===== config.mk =====
export PLATFORM = sky130hd
export DESIGN_NAME = u_idu_inst_buffer
export DESIGN_NICKNAME = d
export VERILOG_FILES = /design/src/rtl/u_idu_inst_buffer_pkg.sv /design/src/rtl/u_idu_ibuf_regfile.sv /design/src/rtl/u_idu_inst_buffer.sv
export SDC_FILE = /design/constraint.sdc
export NUM_CORES = 1
export LEC_CHECK = 0
export ABC_AREA = 1
export CORE_AREA = 4 4 227 229
export CTS_CLUSTER_SIZE = 20
export DETAILED_ROUTE_END_ITERATION = 6
export DIE_AREA = 0 0 231 233
export GPL_TIMING_DRIVEN = 1
export PLACE_DENSITY = 0.8
export SLEW_MARGIN = 20
export SYNTH_ARGS = -nofsm -noshare
export SYNTH_HDL_FRONTEND = slang
export SYNTH_SLANG_ARGS = --single-unit

===== constraint.sdc =====
create_clock -name clk -period 10.3 [get_ports clk]
set_input_delay 1.03 -clock clk [delete_from_list [all_inputs] [get_ports clk]]
set_output_delay 1.03 -clock clk [all_outputs]
set_load 0.1 [all_outputs]

===== src/rtl/u_idu_inst_buffer_pkg.sv =====
// Shared IDU instruction-buffer widths, entry layout and dequeue helper.
`ifndef PC_WIDTH
`define PC_WIDTH 32
`endif
`ifndef INST_WIDTH
`define INST_WIDTH 32
`endif
`ifndef IBUF_DEPTH
`define IBUF_DEPTH 8
`endif
`ifndef IBUF_PTR_W
`define IBUF_PTR_W 3
`endif

package u_idu_inst_buffer_pkg;

  localparam int unsigned PC_W       = `PC_WIDTH;
  localparam int unsigned INST_W     = `INST_WIDTH;
  localparam int unsigned IBUF_DEPTH = `IBUF_DEPTH;
  localparam int unsigned IBUF_PTR_W = `IBUF_PTR_W;
  localparam int unsigned ENTRY_W    = PC_W + INST_W + 1;

  typedef struct packed {
    logic [PC_W-1:0]   pc;
    logic [INST_W-1:0] inst;
    logic              unalign;
  } ibuf_entry_t;

  // Decode request normalised to 0..2; an encoding of 3 counts as 2.
  function automatic logic [1:0] deq_req(input logic [1:0] num);
    logic [1:0] r;
    r = (num == 2'd3) ? 2'd2 : num;
    return r;
  endfunction

endpackage


===== src/rtl/u_idu_ibuf_regfile.sv =====
// DEPTH x entry storage: one write enable, two adjacent write slots, two async reads.
module u_idu_ibuf_regfile
  import u_idu_inst_buffer_pkg::*;
#(
  parameter int unsigned DEPTH = IBUF_DEPTH,
  parameter int unsigned PTR_W = IBUF_PTR_W
) (
  input  logic             clk,
  input  logic             we,
  input  logic [PTR_W-1:0] wr_ptr,
  input  ibuf_entry_t      wdata_1,
  input  ibuf_entry_t      wdata_2,
  input  logic [PTR_W-1:0] rd_ptr_1,
  input  logic [PTR_W-1:0] rd_ptr_2,
  output ibuf_entry_t      rdata_1,
  output ibuf_entry_t      rdata_2
);

  localparam logic [PTR_W-1:0] PTR_ONE = PTR_W'(1);

  ibuf_entry_t      mem [DEPTH];
  logic [PTR_W-1:0] wr_ptr_2;

  // Slot 2 lands one index above slot 1, wrapping naturally at DEPTH.
  assign wr_ptr_2 = wr_ptr + PTR_ONE;

  // Pair write; storage is deliberately not reset.
  always_ff @(posedge clk) begin
    if (we) begin
      mem[wr_ptr]   <= wdata_1;
      mem[wr_ptr_2] <= wdata_2;
    end
  end

  assign rdata_1 = mem[rd_ptr_1];
  assign rdata_2 = mem[rd_ptr_2];

endmodule


===== src/rtl/u_idu_inst_buffer.sv =====
// Dual-issue IDU instruction buffer: 2-wide enqueue from IFU, 0..2 drain to decode.
module u_idu_inst_buffer
  import u_idu_inst_buffer_pkg::*;
#(
  parameter int unsigned DEPTH = IBUF_DEPTH,
  parameter int unsigned PTR_W = IBUF_PTR_W
) (
  input  logic              clk,
  input  logic              rst,
  input  logic              sync_start_pulse,
  input  logic              iex_ifu_bru_flush,
  input  logic              ifu_idu_pipe_vld,
  input  logic [PC_W-1:0]   ifu_idu_pc_1,
  input  logic [PC_W-1:0]   ifu_idu_pc_2,
  input  logic [INST_W-1:0] ifu_idu_inst_1,
  input  logic [INST_W-1:0] ifu_idu_inst_2,
  input  logic              ifu_idu_pc_unalign_1,
  input  logic              ifu_idu_pc_unalign_2,
  input  logic [1:0]        dec_deq_num,
  output logic              idu_ifu_instBuffer_full,
  output logic              ibuf_dec_vld_1,
  output logic              ibuf_dec_vld_2,
  output logic [PC_W-1:0]   ibuf_dec_pc_1,
  output logic [PC_W-1:0]   ibuf_dec_pc_2,
  output logic [INST_W-1:0] ibuf_dec_inst_1,
  output logic [INST_W-1:0] ibuf_dec_inst_2,
  output logic              ibuf_dec_unalign_1,
  output logic              ibuf_dec_unalign_2
);

  localparam logic [PTR_W:0]   FULL_TH = (PTR_W+1)'(DEPTH - 2);
  localparam logic [PTR_W:0]   CNT_TWO = (PTR_W+1)'(2);
  localparam logic [PTR_W-1:0] PTR_ONE = PTR_W'(1);
  localparam logic [PTR_W-1:0] PTR_TWO = PTR_W'(2);

  logic [PTR_W-1:0] wr_ptr;
  logic [PTR_W-1:0] rd_ptr;
  logic [PTR_W-1:0] rd_ptr_2;
  logic [PTR_W:0]   cnt;
  logic [PTR_W:0]   deq_want;
  logic [PTR_W:0]   deq_eff;
  logic             clear;
  logic             enq;
  ibuf_entry_t      wdata_1;
  ibuf_entry_t      wdata_2;
  ibuf_entry_t      rdata_1;
  ibuf_entry_t      rdata_2;

  // Full looks only at the registered count so it never depends on pipe_vld.
  assign idu_ifu_instBuffer_full = (cnt > FULL_TH);

  assign clear = sync_start_pulse | iex_ifu_bru_flush;
  assign enq   = ifu_idu_pipe_vld & ~idu_ifu_instBuffer_full;

  // Clamp the decode request to what is actually held.
  always_comb begin
    deq_want = (PTR_W+1)'(deq_req(dec_deq_num));
    deq_eff  = (deq_want > cnt) ? cnt : deq_want;
  end

  // Pointer and occupancy update; reset and clear override any enq/deq.
  always_ff @(posedge clk) begin
    if (rst || clear) begin
      wr_ptr <= '0;
      rd_ptr <= '0;
      cnt    <= '0;
    end else begin
      if (enq) begin
        wr_ptr <= wr_ptr + PTR_TWO;
      end
      rd_ptr <= rd_ptr + deq_eff[PTR_W-1:0];
      cnt    <= cnt + (enq ? CNT_TWO : '0) - deq_eff;
    end
  end

  assign wdata_1  = '{pc: ifu_idu_pc_1, inst: ifu_idu_inst_1, unalign: ifu_idu_pc_unalign_1};
  assign wdata_2  = '{pc: ifu_idu_pc_2, inst: ifu_idu_inst_2, unalign: ifu_idu_pc_unalign_2};
  assign rd_ptr_2 = rd_ptr + PTR_ONE;

  u_idu_ibuf_regfile #(
    .DEPTH (DEPTH),
    .PTR_W (PTR_W)
  ) u_regfile (
    .clk      (clk),
    .we       (enq & ~clear & ~rst),
    .wr_ptr   (wr_ptr),
    .wdata_1  (wdata_1),
    .wdata_2  (wdata_2),
    .rd_ptr_1 (rd_ptr),
    .rd_ptr_2 (rd_ptr_2),
    .rdata_1  (rdata_1),
    .rdata_2  (rdata_2)
  );

  // Head pair presentation; data is zeroed whenever its valid is low.
  always_comb begin
    ibuf_dec_vld_1     = (cnt != '0);
    ibuf_dec_vld_2     = (cnt >= CNT_TWO);
    ibuf_dec_pc_1      = ibuf_dec_vld_1 ? rdata_1.pc      : '0;
    ibuf_dec_inst_1    = ibuf_dec_vld_1 ? rdata_1.inst    : '0;
    ibuf_dec_unalign_1 = ibuf_dec_vld_1 ? rdata_1.unalign : 1'b0;
    ibuf_dec_pc_2      = ibuf_dec_vld_2 ? rdata_2.pc      : '0;
    ibuf_dec_inst_2    = ibuf_dec_vld_2 ? rdata_2.inst    : '0;
    ibuf_dec_unalign_2 = ibuf_dec_vld_2 ? rdata_2.unalign : 1'b0;
  end

endmodule

==> impl_metrics.csv, run 1 <==
group,metric,value,unit
outcome,status,"finished clean",
floorplan,start_util,57.3,%
synthesis,avgSynthCellArea,8.13,µm²
routing,first_iter_violations,2506,
synthesis,seq_area_frac_synth,55.5,%
cts,cts_setup_buffers,0,
place,gp_congestion,0.832,
global_routing,grt-ovfl-total,0,
job,max-cap-violations,0,
worst_setup_path,timing.critical_path.to_type,"output pin",
synthesis,ys_top_cells_by_area,"edfxtp_1 55%, nand2_1 16%, nand3_1 10%",
synthesis,synth_top_family_by_area,"simple AND/OR/NAND/NOR gates",
cts,path_clk_slew,0.05,ns
place,place_ws,4.75,ns
timing,fin_setup_tns,0,ns
routing,avgViaCountPerCell,5.38,
worst_setup_path,critPathKind,"reg2out",
global_routing,antenna_found_initial,8,
worst_setup_path,cp.required,9.27,ns
timing,grt_setup_unrepaired,"false",
routing,drc,0,
synthesis,synthMuxAreaShare,0,%
synthesis,synthFlopType,"edfxtp_1",
timing,max-slew-margin-rel,23.7,%
routing,first_pass_iters,6,
routing,dr_wl_met2,35.0,mm
synthesis,yosys.area.top_type_share,54.9,%
min_path,hold_path_class,"reg2reg",
floorplan,die_y,233,µm
timing,fin_ws,4.04,ns
cts,worstSkewPairLatency,0.62,ns
synthesis,synthAdderAreaFrac,0.783,%
place,io_buffers,269,
synthesis,netlist_area,28400,µm²
timing,setup_viol,0,
worst_setup_path,start_kind,"register",
floorplan,die_area,53800,µm²
timing,finalHoldViolCount,0,
synthesis,synth_common_cells,"1,188 x nand2_1, 590 x nand3_1, 541 x inv_1, 520 x edfxtp_1, 276 x nor2_1",
routing,top_layer,"met5",
place,place_hpwl,41.1,mm
cells_and_area,stdcell_count,4363,
synthesis,ys.warnings.count,0,
routing,ant_nets,0,
floorplan,ioPinCount,270,
cts,ctsHoldBuffers,0,
timing,worstMarginPinSlew,1.14,ns
synthesis,synth-simple-area-share,29.7,%
synthesis,synth-edff-count,520,
cts,htreeDepth,2,
synthesis,synth.most_common_cell,"nand2_1",
timing,layout_min_cycle_time,6.26,ns
worst_setup_path,critPathMaxFanout,132,
timing,finalCritPeriodShare,60.7,%
global_routing,grt_pass1_wl,113,mm
synthesis,syn-num-nets,3652,
floorplan,rows,82,
floorplan,dieWidth,231,µm
synthesis,synth_compound_area_share,2.34,%
synthesis,synth.distinct_cells,21,
routing,wl_met3,6.20,mm
power_and_ir_drop,leakagePower,14.2,nW
cts,clock_path_buffers,3,
worst_setup_path,cp.arrival,5.23,ns
synthesis,synth-seq-cells,529,
synthesis,async_flop_share,0,%
routing,drt_wl_total,72.9,mm
global_routing,grt_usage,26.3,%
cts,cts_resized,0,
global_routing,grt_max_degree,133,
routing,routedWlPerCell,16.7,µm
cts,root_buffer,"clkbuf_16",
cells_and_area,nets,3792,
timing,finClkSkew,0.0232,ns
cts,cts_tree,"yes",
cells_and_area,nFillCells,4002,
cells_and_area,syn_to_final_growth,16.1,%
cts,cts_sinks,529,
global_routing,grt_pass1_vias,21745,
cells_and_area,utilization,66.5,%
timing,max_freq,160,MHz
routing,met1_length,29.4,mm
place,place_inst,4252,
power_and_ir_drop,irDropWorstVdd,177,µV
cts,cts_buffers,57,
synthesis,synthCells,3499,
timing,slew_violations,0,
synthesis,synth_xor_xnor_area_share,0.123,%
synthesis,synth_top_cell_by_area,"edfxtp_1",
floorplan,core-area,49700,µm²
routing,dr_total_vias,23475,
power_and_ir_drop,p_per_area,206,nW/µm²
cells_and_area,drive_gt1_share,3.58,%
-- power by group --
group          switching [W]  internal (W)  total, W  leakage, nW
Combinational        0.00185      0.000524   0.00237         8.55
Clock               0.000839       0.00119   0.00203        0.890
Sequential         0.0000239       0.00238   0.00241         4.76
-- layer usage --
layer	GRT usage (%)	vias up
li1	-	11363
met1	35.9	10780
met2	43.6	1160
met3	3.67	168
met4	9.57	4
met5	0	-
-- sequential cells by signal, indices dropped and copies added, names as in the netlist --
| signal | count |
|---|---|
| u_regfile.mem | 520 |
| cnt | 4 |
| rd_ptr | 3 |
| wr_ptr | 2 |
-- cells in the final DEF, fill, tap and decap left out, types with 2 or more instances in the layout --
cell type / Yosys / routed
nand3_1: 590 / 588
clkbuf_1: 31 / 9
xor2_1: 3 / 2
nor2_1: 276 / 272
ha_1: 13 / 12
o21ai_0: 66 / 66
edfxtp_1: 520 / 520
nand2_1: 1188 / 1188
bufinv_16: 0 / 6
clkinvlp_4: 0 / 10
diode_2: 0 / 5
nand3_4: 0 / 2
clkinv_2: 0 / 12
dfxtp_1: 9 / 6
inv_4: 0 / 2
inv_1: 541 / 541
buf_4: 12 / 26
clkbuf_16: 0 / 59
fa_1: 3 / 3
clkdlybuf4s50_1: 0 / 269
a21oi_1: 67 / 67
nor2_4: 0 / 4
clkinv_1: 1 / 9
dfxtp_4: 0 / 3
-- per-stage QoR --
| step | power (W) | hold WS [ns] | cell area, µm² |
|---|---|---|---|
| floorplan | 0.00422 | 0.509 | 28400 |
| global placement | 0.00480 | 0.532 | 31100 |
| detailed placement | 0.00481 | 0.559 | 31100 |
| CTS | 0.00684 | 0.573 | 33000 |
| global route | 0.00704 | 0.627 | 33000 |
| finish | 0.00681 | 0.578 | 33000 |
-- critical path: stages, from the launching register on --
cell and delay [ns]:
dfxtp_4 0.53, inv_8 0.62, buf_4 0.85, buf_4 0.91, nand2_1 0.12, nand3_1 0.11, nand2_1 0.07, nor2_1 0.16
nor2_1 0.07, clkdlybuf4s50_1 0.96
-- worst paths after layout --
| kind | from | endpoint | slack (ns) | depth (start not counted) |
|---|---|---|---|---|
| setup / recovery | rd_ptr[0] | ibuf_dec_pc_2[28] | 4.04 | 9 |
| hold / removal | wr_ptr[1] | wr_ptr[1] | 0.58 | 3 |
| setup reg to reg | cnt[3] | u_regfile.mem[1][4] | 6.25 | 10 |
| hold reg to reg | wr_ptr[1] | wr_ptr[1] | 0.58 | 3 |
-- cell families after synthesis --
group / after synthesis
and+or+nand+nor: 2056
AOI/OAI and AO/OA: 133
adders and majority gates: 16
buffers and inverters: 761
DFF: 529
xor gates and xnor gates: 4
-- final cells by class --
class                      count  area, µm²  area share (%)
tap                          672        841            2.55
timing repair buffer         298       2950            8.93
antenna                        5       12.5          0.0379
inverter                     544       2050            6.22
sequential                   529      15800            47.9
clock buffer                  68       1510            4.58
multi-input combinational   2209       9480            28.7
clock inverter                38        358            1.08
Note: power is estimated with default switching activity, not from simulation.
==> run 2, diff against run 1 <==
CORE_AREA = 4 4 237 239   (was 4 4 227 229)
DIE_AREA = 0 0 241 243   (was 0 0 231 233)
PLACE_DENSITY = 0.77   (was 0.8)
clock period = 5.4 ns   (was 10.3 ns; I/O delays follow)
==> run 2 against run 1 <==
- sequential power rose by 90%
- clock skew fell by 0.0072 ns
- highest routed layer unchanged
- largest power group unchanged
- first-iteration DRC count fell by 15%
- via count fell by 0.54%
- worst hold slack got worse by 0.013 ns
- sequential share of layout area barely moved
- core utilization fell by 5.1 points
- flip-flop and latch count did not move
==> impl_metrics.csv, run 2 (synthesis gave the netlist of run 1 again) <==
group,metric,value,unit
cts,worstSkewPairLatency,0.60,ns
global_routing,grt-ovfl-total,0,
timing,whs,0.565,ns
cts,root_buffer,"clkbuf_16",
worst_setup_path,start_kind,"register",
cts,cts_tree,"yes",
floorplan,die_y,243,µm
global_routing,grt_pass1_wl,114,mm
cts,cts_buffers,56,
timing,finalHoldViolCount,0,
floorplan,core-area,53800,µm²
global_routing,grt_usage,24.4,%
cts,cts_setup_buffers,0,
routing,drc,0,
floorplan,ioPinCount,270,
routing,drt_wl_total,73.4,mm
worst_setup_path,slowest_delay,1.16,ns
timing,max-slew-margin-rel,28.5,%
routing,first_iter_violations,2126,
cells_and_area,final_common_cell,"nand2_1",
global_routing,grt_max_degree,205,
cells_and_area,largest_register_ff_count,520,
cts,cts_resized,0,
cells_and_area,nets,3799,
power_and_ir_drop,irDropWorstVdd,404,µV
timing,finalCritPeriodShare,91.0,%
timing,finClkSkew,0.0160,ns
place,gp_congestion,0.812,
routing,first_pass_iters,6,
job,max-cap-violations,0,
cells_and_area,syn_to_final_growth,16.0,%
cells_and_area,layout_common_cells,"1,188 x nand2_1, 588 x nand3_1, 541 x inv_1, 520 x edfxtp_1, 272 x nor2_1",
cells_and_area,drive_gt1_share,6.07,%
power_and_ir_drop,leakagePower,14.5,nW
worst_setup_path,critPathKind,"reg2out",
cells_and_area,nFillCells,4461,
cells_and_area,top_regs,"u_regfile.mem: 520 flops, cnt: 4 flops, rd_ptr: 3 flops",
routing,dr_total_vias,23349,
routing,routedWlPerCell,16.7,µm
floorplan,start_util,52.8,%
min_path,hold_path_class,"reg2reg",
timing,fin_setup_tns,0,ns
global_routing,grt_pass1_vias,21885,
timing,max_freq,204,MHz
cts,htreeDepth,2,
worst_setup_path,cp.arrival,4.37,ns
cells_and_area,regMostFlops,"u_regfile.mem",
floorplan,rows,85,
cts,cts_sinks,529,
timing,worstMarginPinSlew,1.07,ns
cts,clock_path_buffers,3,
outcome,status,"finished clean",
global_routing,antenna_found_initial,6,
timing,setup_viol,0,
worst_setup_path,reg2reg_setup_slack,2.27,ns
place,io_buffers,269,
power_and_ir_drop,p_per_area,394,nW/µm²
floorplan,die_area,58600,µm²
worst_setup_path,critPathMaxFanout,204,
power_and_ir_drop,p_total,0.0130,W
worst_setup_path,critPathSlowestCell,"clkdlybuf4s50_1",
cts,path_clk_slew,0.06,ns
timing,layout_min_cycle_time,4.91,ns
routing,avgViaCountPerCell,5.32,
timing,grt_setup_unrepaired,"false",
place,place_hpwl,42.0,mm
worst_setup_path,timing.critical_path.to_type,"output pin",
timing,slew_violations,0,
worst_setup_path,cp.required,4.86,ns
floorplan,dieWidth,241,µm
cts,ctsHoldBuffers,0,
worst_setup_path,crit_chain,"clkinv_8 > buf_12 > nand2_1 > nand3_1 > nand3_1 > nand2_1 > nor2_1 > clkdlybuf4s50_1",
routing,ant_nets,0,
## run 2: cell types whose count changed in the layout (fill, tap and decap cells not counted), moves of 2 or more
cell and change:
inv_6 +2, buf_4 +87, bufinv_16 +2, clkbuf_16 -2, clkbuf_8 +3, clkinvlp_4 -8, clkdlybuf4s50_1 -87, clkinv_1 +2
buf_12 +10
## run 2: area by class of cell
class                           instances  area (µm²)  share of cell area [%]
Inverter                              544        2060                    6.24
Clock buffer                           68        1500                    4.54
Antenna cell                            5        12.5                  0.0379
Multi-Input combinational cell       2209        9480                    28.7
Clock inverter                         36         383                    1.16
Timing Repair Buffer                  306        2890                    8.76
Tap cell                              696         871                    2.64
Sequential cell                       529       15800                    47.9
## run 2: metal layers
metal	global-route usage, %	part of all wire (%)	vias to the layer above
li1	-	-	11371
met1	31.3	39	10787
met2	41.8	49	1034
met3	3.75	8.5	155
met4	8.95	3.1	2
met5	0	0.018	-
## run 2: worst paths after layout
check                               start           endpoint  depth (start not counted)
worst max-delay path            rd_ptr[0]  ibuf_dec_pc_1[30]                          8
worst min-delay path            wr_ptr[1]          wr_ptr[1]                          3
worst max register to register     cnt[1]             cnt[3]                         10
worst min register to register  wr_ptr[1]          wr_ptr[1]                          3
## run 2: worst max-delay path: cells and delay by family (launching register included)
kind | cells | cell delay, ns
buf+inv | 3 | 2.39
flops | 1 | 0.75
simple gates | 5 | 0.49
## run 2: stage by stage
step / setup WS, ns / instances / utilization [%] / area [µm²]
final: 0.488 / 4393 / 61.3 / 33000
after global routing: 0.234 / 4392 / 61.3 / 33000
after CTS: 0.857 / 4388 / 61.3 / 33000
after detailed placement: 1.50 / 4284 / 57.8 / 31100
after global placement: 1.53 / 4284 / 57.8 / 31100
after floorplan: -1.64 / 3499 / - / 28400
## run 2: power breakdown
| part | internal, W | leakage, nW | switching, W |
|---|---|---|---|
| clock | 0.00235 | 0.925 | 0.00156 |
| combinational | 0.000952 | 8.79 | 0.00355 |
| sequential | 0.00454 | 4.76 | 0.0000417 |
| total | 0.00784 | 14.5 | 0.00515 |
